<file path="config.mk">
export PLATFORM = sky130hd
export DESIGN_NAME = control_sequencer_flat
export DESIGN_NICKNAME = d
export VERILOG_FILES = /design/src/rtl/control_sequencer_if.sv /design/src/rtl/control_sequencer.sv /design/src/flat_wrapper.sv
export SDC_FILE = /design/constraint.sdc
export NUM_CORES = 1
export LEC_CHECK = 0
export BUFFER_PORTS_ARGS = -buffer_cell sky130_fd_sc_hd__buf_2
export CAP_MARGIN = 15
export CORE_AREA = 2 2 74 76
export CTS_CLUSTER_SIZE = 8
export DETAILED_ROUTE_END_ITERATION = 10
export DIE_AREA = 0 0 76 78
export GPL_TIMING_DRIVEN = 0
export PLACE_DENSITY = 0.8
export SLEW_MARGIN = 20
export SYNTH_ARGS = -nofsm -noshare
export SYNTH_HDL_FRONTEND = slang
export SYNTH_SLANG_ARGS = --single-unit
</file>
<file path="constraint.sdc">
create_clock -name clock -period 3.4 [get_ports clock]
set_clock_uncertainty 0.15 [all_clocks]
set_input_delay 0.68 -clock clock [delete_from_list [all_inputs] [get_ports clock]]
set_output_delay 0.68 -clock clock [all_outputs]
set_load 0.02 [all_outputs]
</file>
<file path="src/rtl/control_sequencer_if.sv">
// Signal bundle between the control sequencer, instruction memory, the decoders and the datapath.
// master = sequencer side, slave = surrounding fetch/decode/datapath side.

// Handshake: instr_in is taken only on a rising edge where fetch_req=1 and instr_valid=1
// (fetch_req already includes stall=0). While it is not taken, memory keeps instr_valid and
// instr_in steady. stall=1 freezes the sequencer for that cycle and discards the decoder word.
interface control_sequencer_if;
  logic [31:0] instr_in;
  logic        instr_valid;
  logic        stall;
  logic [32:0] cw_in;
  logic [4:0]  status_in;
  logic [31:0] I;
  logic [1:0]  state;
  logic [4:0]  status;
  logic [32:0] cw_out;
  logic        fetch_req;
  logic        fault;

  modport master (
    input  instr_in, instr_valid, stall, cw_in, status_in,
    output I, state, status, cw_out, fetch_req, fault
  );

  modport slave (
    output instr_in, instr_valid, stall, cw_in, status_in,
    input  I, state, status, cw_out, fetch_req, fault
  );
endinterface

</file>
<file path="src/rtl/control_sequencer.sv">
// Fetch/execute sequencer feeding the instruction decoders and gating their control word to the datapath.
// Optional macro RETIRE_COUNT_EN adds a 32-bit retired-instruction counter output.
module control_sequencer (
  input  logic                 clock,
  input  logic                 reset_n,
  control_sequencer_if.master  bus,
  output logic [1:0]           fsm_state_o
`ifdef RETIRE_COUNT_EN
  ,
  output logic [31:0]          retired
`endif
);

  typedef enum logic [1:0] {
    S_FETCH = 2'd0,
    S_EXEC  = 2'd1,
    S_FAULT = 2'd2
  } fsm_t;

  localparam logic [32:0] CW_NOP = 33'd0;

  fsm_t        fsm_q, fsm_d;
  logic [31:0] instr_q, instr_d;
  logic [1:0]  state_q, state_d;
  logic [4:0]  status_q, status_d;
  logic [1:0]  step_q, step_d;

  logic [1:0]  ns;
  logic        status_load;
  logic        retire;

  assign ns          = bus.cw_in[1:0];
  assign status_load = bus.cw_in[2];

  always_ff @(posedge clock or negedge reset_n) begin
    if (!reset_n) begin
      fsm_q    <= S_FETCH;
      instr_q  <= 32'd0;
      state_q  <= 2'd0;
      status_q <= 5'd0;
      step_q   <= 2'd0;
    end else begin
      fsm_q    <= fsm_d;
      instr_q  <= instr_d;
      state_q  <= state_d;
      status_q <= status_d;
      step_q   <= step_d;
    end
  end

  always_comb begin
    fsm_d         = fsm_q;
    instr_d       = instr_q;
    state_d       = state_q;
    status_d      = status_q;
    step_d        = step_q;
    bus.cw_out    = CW_NOP;
    bus.fetch_req = 1'b0;
    retire        = 1'b0;

    unique case (fsm_q)
      S_FETCH: begin
        if (!bus.stall) begin
          bus.fetch_req = 1'b1;
          if (bus.instr_valid) begin
            instr_d = bus.instr_in;
            state_d = 2'd0;
            step_d  = 2'd0;
            fsm_d   = S_EXEC;
          end
        end
      end

      S_EXEC: begin
        // A stalled cycle discards the word; the decoder re-presents it since I/state hold.
        if (!bus.stall) begin
          bus.cw_out = bus.cw_in;
          if (status_load) begin
            status_d = bus.status_in;
          end
          if (ns == 2'd0) begin
            state_d = 2'd0;
            fsm_d   = S_FETCH;
            retire  = 1'b1;
          end else begin
            state_d = ns;
            step_d  = step_q + 2'd1;
            if (step_q == 2'd3) begin
              fsm_d = S_FAULT;
            end
          end
        end
      end

      S_FAULT: begin
        fsm_d = S_FAULT;
      end

      default: begin
        fsm_d = S_FAULT;
      end
    endcase
  end

  assign bus.I       = instr_q;
  assign bus.state   = state_q;
  assign bus.status  = status_q;
  assign bus.fault   = (fsm_q == S_FAULT);
  assign fsm_state_o = fsm_q;

`ifdef RETIRE_COUNT_EN
  logic [31:0] retired_q, retired_d;

  always_comb begin
    retired_d = retired_q;
    if (retire) begin
      retired_d = retired_q + 32'd1;
    end
  end

  always_ff @(posedge clock or negedge reset_n) begin
    if (!reset_n) begin
      retired_q <= 32'd0;
    end else begin
      retired_q <= retired_d;
    end
  end

  assign retired = retired_q;
`else
  logic unused_retire;
  assign unused_retire = retire;
`endif

endmodule

</file>
<file path="src/flat_wrapper.sv">
// flat-port wrapper written by rule: the top's interface ports become plain ports
module control_sequencer_flat 
  (clock, reset_n, fsm_state_o, bus_instr_in, bus_instr_valid, bus_stall, bus_cw_in, bus_status_in, bus_I, bus_state, bus_status, bus_cw_out, bus_fetch_req, bus_fault);
  control_sequencer_if bus_i ();
  input  logic clock;
  input  logic reset_n;
  output logic [1:0] fsm_state_o;
  input wire logic [$bits(bus_i.instr_in)-1:0] bus_instr_in;
  input wire logic [$bits(bus_i.instr_valid)-1:0] bus_instr_valid;
  input wire logic [$bits(bus_i.stall)-1:0] bus_stall;
  input wire logic [$bits(bus_i.cw_in)-1:0] bus_cw_in;
  input wire logic [$bits(bus_i.status_in)-1:0] bus_status_in;
  output wire logic [$bits(bus_i.I)-1:0] bus_I;
  output wire logic [$bits(bus_i.state)-1:0] bus_state;
  output wire logic [$bits(bus_i.status)-1:0] bus_status;
  output wire logic [$bits(bus_i.cw_out)-1:0] bus_cw_out;
  output wire logic [$bits(bus_i.fetch_req)-1:0] bus_fetch_req;
  output wire logic [$bits(bus_i.fault)-1:0] bus_fault;
  assign bus_i.instr_in = bus_instr_in;
  assign bus_i.instr_valid = bus_instr_valid;
  assign bus_i.stall = bus_stall;
  assign bus_i.cw_in = bus_cw_in;
  assign bus_i.status_in = bus_status_in;
  assign bus_I = bus_i.I;
  assign bus_state = bus_i.state;
  assign bus_status = bus_i.status;
  assign bus_cw_out = bus_i.cw_out;
  assign bus_fetch_req = bus_i.fetch_req;
  assign bus_fault = bus_i.fault;
  control_sequencer u_core (.clock(clock), .reset_n(reset_n), .bus(bus_i), .fsm_state_o(fsm_state_o));
endmodule
</file>
==> results_dict.tcl <==
set metrics [dict create \
    insertion_delay_ns 0.29 \
    hold_path_end "u_core.bus.state[1]" \
    numCtsBuffers 5 \
    clock-sinks 43 \
    tightest_slew_ns 0.927 \
    final_nets 375 \
    clk_path_buf_depth 2 \
    ir_drop_uv 327 \
    die_x_um 76 \
    grt_pass1_vias 1745 \
    cap_violations 0 \
    globalplace.congestion 0.719 \
    cts_setup_buffers 0 \
    grt_pass1_wl_um 8560 \
    cp_max_fo 10 \
    ctsHoldBuffers 0 \
    ys_ff_latch 43 \
    post_synth_num_cell_types 20 \
    regToRegEndpoint "u_core.bus.I[10]" \
    yosysMostFrequentCell "dfrtp_1" \
    status "finished clean" \
    port_buffers 148 \
    min-delay-path-class "reg2reg" \
    p_per_area_nw_per_um2 354 \
    drt_iter0_drc 80 \
    cts_resized 0 \
    register_area_um2 1080 \
    multiInputGateArea_um2 902 \
    drive_above_1_share 0.674 \
    min_path_cells 1 \
    routed_wl_um 5350 \
    critPathRequiredTime_ns 2.57 \
    setup_viol 0 \
    leakagePower_uw 0.00187 \
    htreeDepth 2 \
    drc_errors 0 \
    cp-start-kind "register" \
    hold_viol_final 0 \
    slew_viol_final 0 \
    ys.flop_type "dfrtp_1" \
    synthArstFlopShare 1.00 \
    tns_ns 0 \
    nFillCells 417 \
    synthTopCellsByArea "dfrtp_1 52%, mux2_4 21%, and3_1 10%" \
    area_delta_synth_final_pct 46.1 \
    antenna_found_initial 0 \
    hpwlAfterDp_um 4090 \
    synth_top_area_cell "dfrtp_1" \
    cts_tree "done" \
    initial_core_util 0.407 \
    final_util 0.595 \
    ys_seq_area_frac 0.524 \
    netlist_instances 145 \
    fmax_mhz 380 \
    synth_top_area_frac 0.524 \
    synth_area_um2 2050 \
    reg2reg_depth 3 \
    reg2reg_slack_ns 1.55 \
    track_usage 0.181 \
    rsz0062_at_grt "false" \
    layout_min_cycle_time_ns 2.63 \
    ys_warn_count 0 \
    drtAntennaViolNets 0 \
    num_antenna_cells 0 \
    coreArea_um2 5040 \
    power_uw 1060 \
    synth-edff-count 0 \
    row_count 26 \
    synth_nets 220 \
    layout.cells.non_filler 371 \
    grt-ovfl-total 0 \
    die_y_um 78 \
    relSlewSlack 0.382 \
    vias_per_cell 4.58 \
    vias 1699 \
    grt_max_degree 44 \
    critPathCaptureType "output port" \
    cts.clk_slew.worst_paths_ns 0.08 \
    netlist_top_cells_count "43 x dfrtp_1, 33 x and3_1, 29 x mux2_4" \
    die_area_um2 5930 \
    wl_per_cell_um 14.4 \
    syn_avg_cell_area_um2 14.2 \
    fin_ws_ns 0.765 \
    placed_cells 363 \
    ios 150 \
    critical_path_class "reg2out" \
    min_from "u_core.bus.state[1]" \
    post-route-period-util 0.775 \
    pre_cts_ws_ns 0.794 \
    arrival_ns 1.80 \
    r2r_start "u_core.fsm_state_o[1]" \
    clockRootBuffer "clkbuf_8" \
    dr.pass1.iters 4 \
]
-- power breakdown --
group / switching, µW / leakage, µW / internal [µW]
Combinational: 57.0 / 0.00123 / 62.1
Sequential: 8.92 / 0.000576 / 528
Clock: 168 / 0.0000612 / 238
-- stage by stage --
step                hold slack [ns]  area (µm²)
CTS                           0.338        3000
detailed placement            0.316        2880
global placement              0.307        2880
floorplan                     0.234        2050
global route                  0.351        3000
finish                        0.334        3000
-- state kept, by name, indices dropped and copies added, names as in the netlist --
name / cells
u_core.bus.I: 32
u_core.fsm_state_o: 2
u_core.step_q: 2
u_core.bus.state: 2
u_core.bus.status: 5
-- critical path, cell delays in order (launching register included) --
cell and delay, ns:
dfrtp_1 0.51, clkbuf_1 0.32, clkbuf_1 0.31, and3_1 0.22
buf_2 0.17
-- kinds of logic after synthesis --
logic type | share of synthesized area
adders and majority gates | 0.00609
and+or+nand+nor | 0.138
AOI/OAI and AO/OA | 0.0286
buffers and inverters | 0.0366
muxes | 0.267
DFF | 0.524
-- cell usage in the layout (no fill, tap or decap), drive strengths merged --
cell	n
a21o	2
nand2b	1
o31ai	1
buf	152
ha	1
nor2	5
a31o	1
a2111oi	1
o21bai	1
clkinv	1
dfrtp	43
inv	1
nor3b	1
clkbuf	13
bufinv	1
mux2	39
nor4b	1
and3	33
nand2	1
o21ai	1
nor3	1
-- metal layers --
metal  up-vias  global-route usage  part of all wire
met3         7              0.0477             0.063
met2        67               0.288              0.49
met1       796               0.244              0.44
met4         0              0.0545            0.0099
li1        829                   -                 -
met5         -                   0                 0
-- final cells by class --
| type | instances | area share |
|---|---|---|
| Inverter | 1 | 0.00125 |
| Tap cell | 70 | 0.0292 |
| Buffer | 11 | 0.0238 |
| Clock inverter | 2 | 0.0117 |
| Timing Repair Buffer | 148 | 0.247 |
| Multi-Input combinational cell | 90 | 0.301 |
| Sequential cell | 43 | 0.359 |
| Clock buffer | 6 | 0.0275 |
-- worst max-delay path by stage --
stage,from,to,depth (start not counted)
after detailed placement,bus_stall,bus_cw_out[31],5
after floorplan,bus_stall,bus_cw_out[10],4
after global routing,u_core.fsm_state_o[0],bus_cw_out[23],4
after global placement,bus_stall,bus_cw_out[31],5
after CTS,u_core.fsm_state_o[0],bus_cw_out[23],4
final,u_core.fsm_state_o[0],bus_cw_out[23],4
Note: power is estimated with default switching activity, not from simulation.
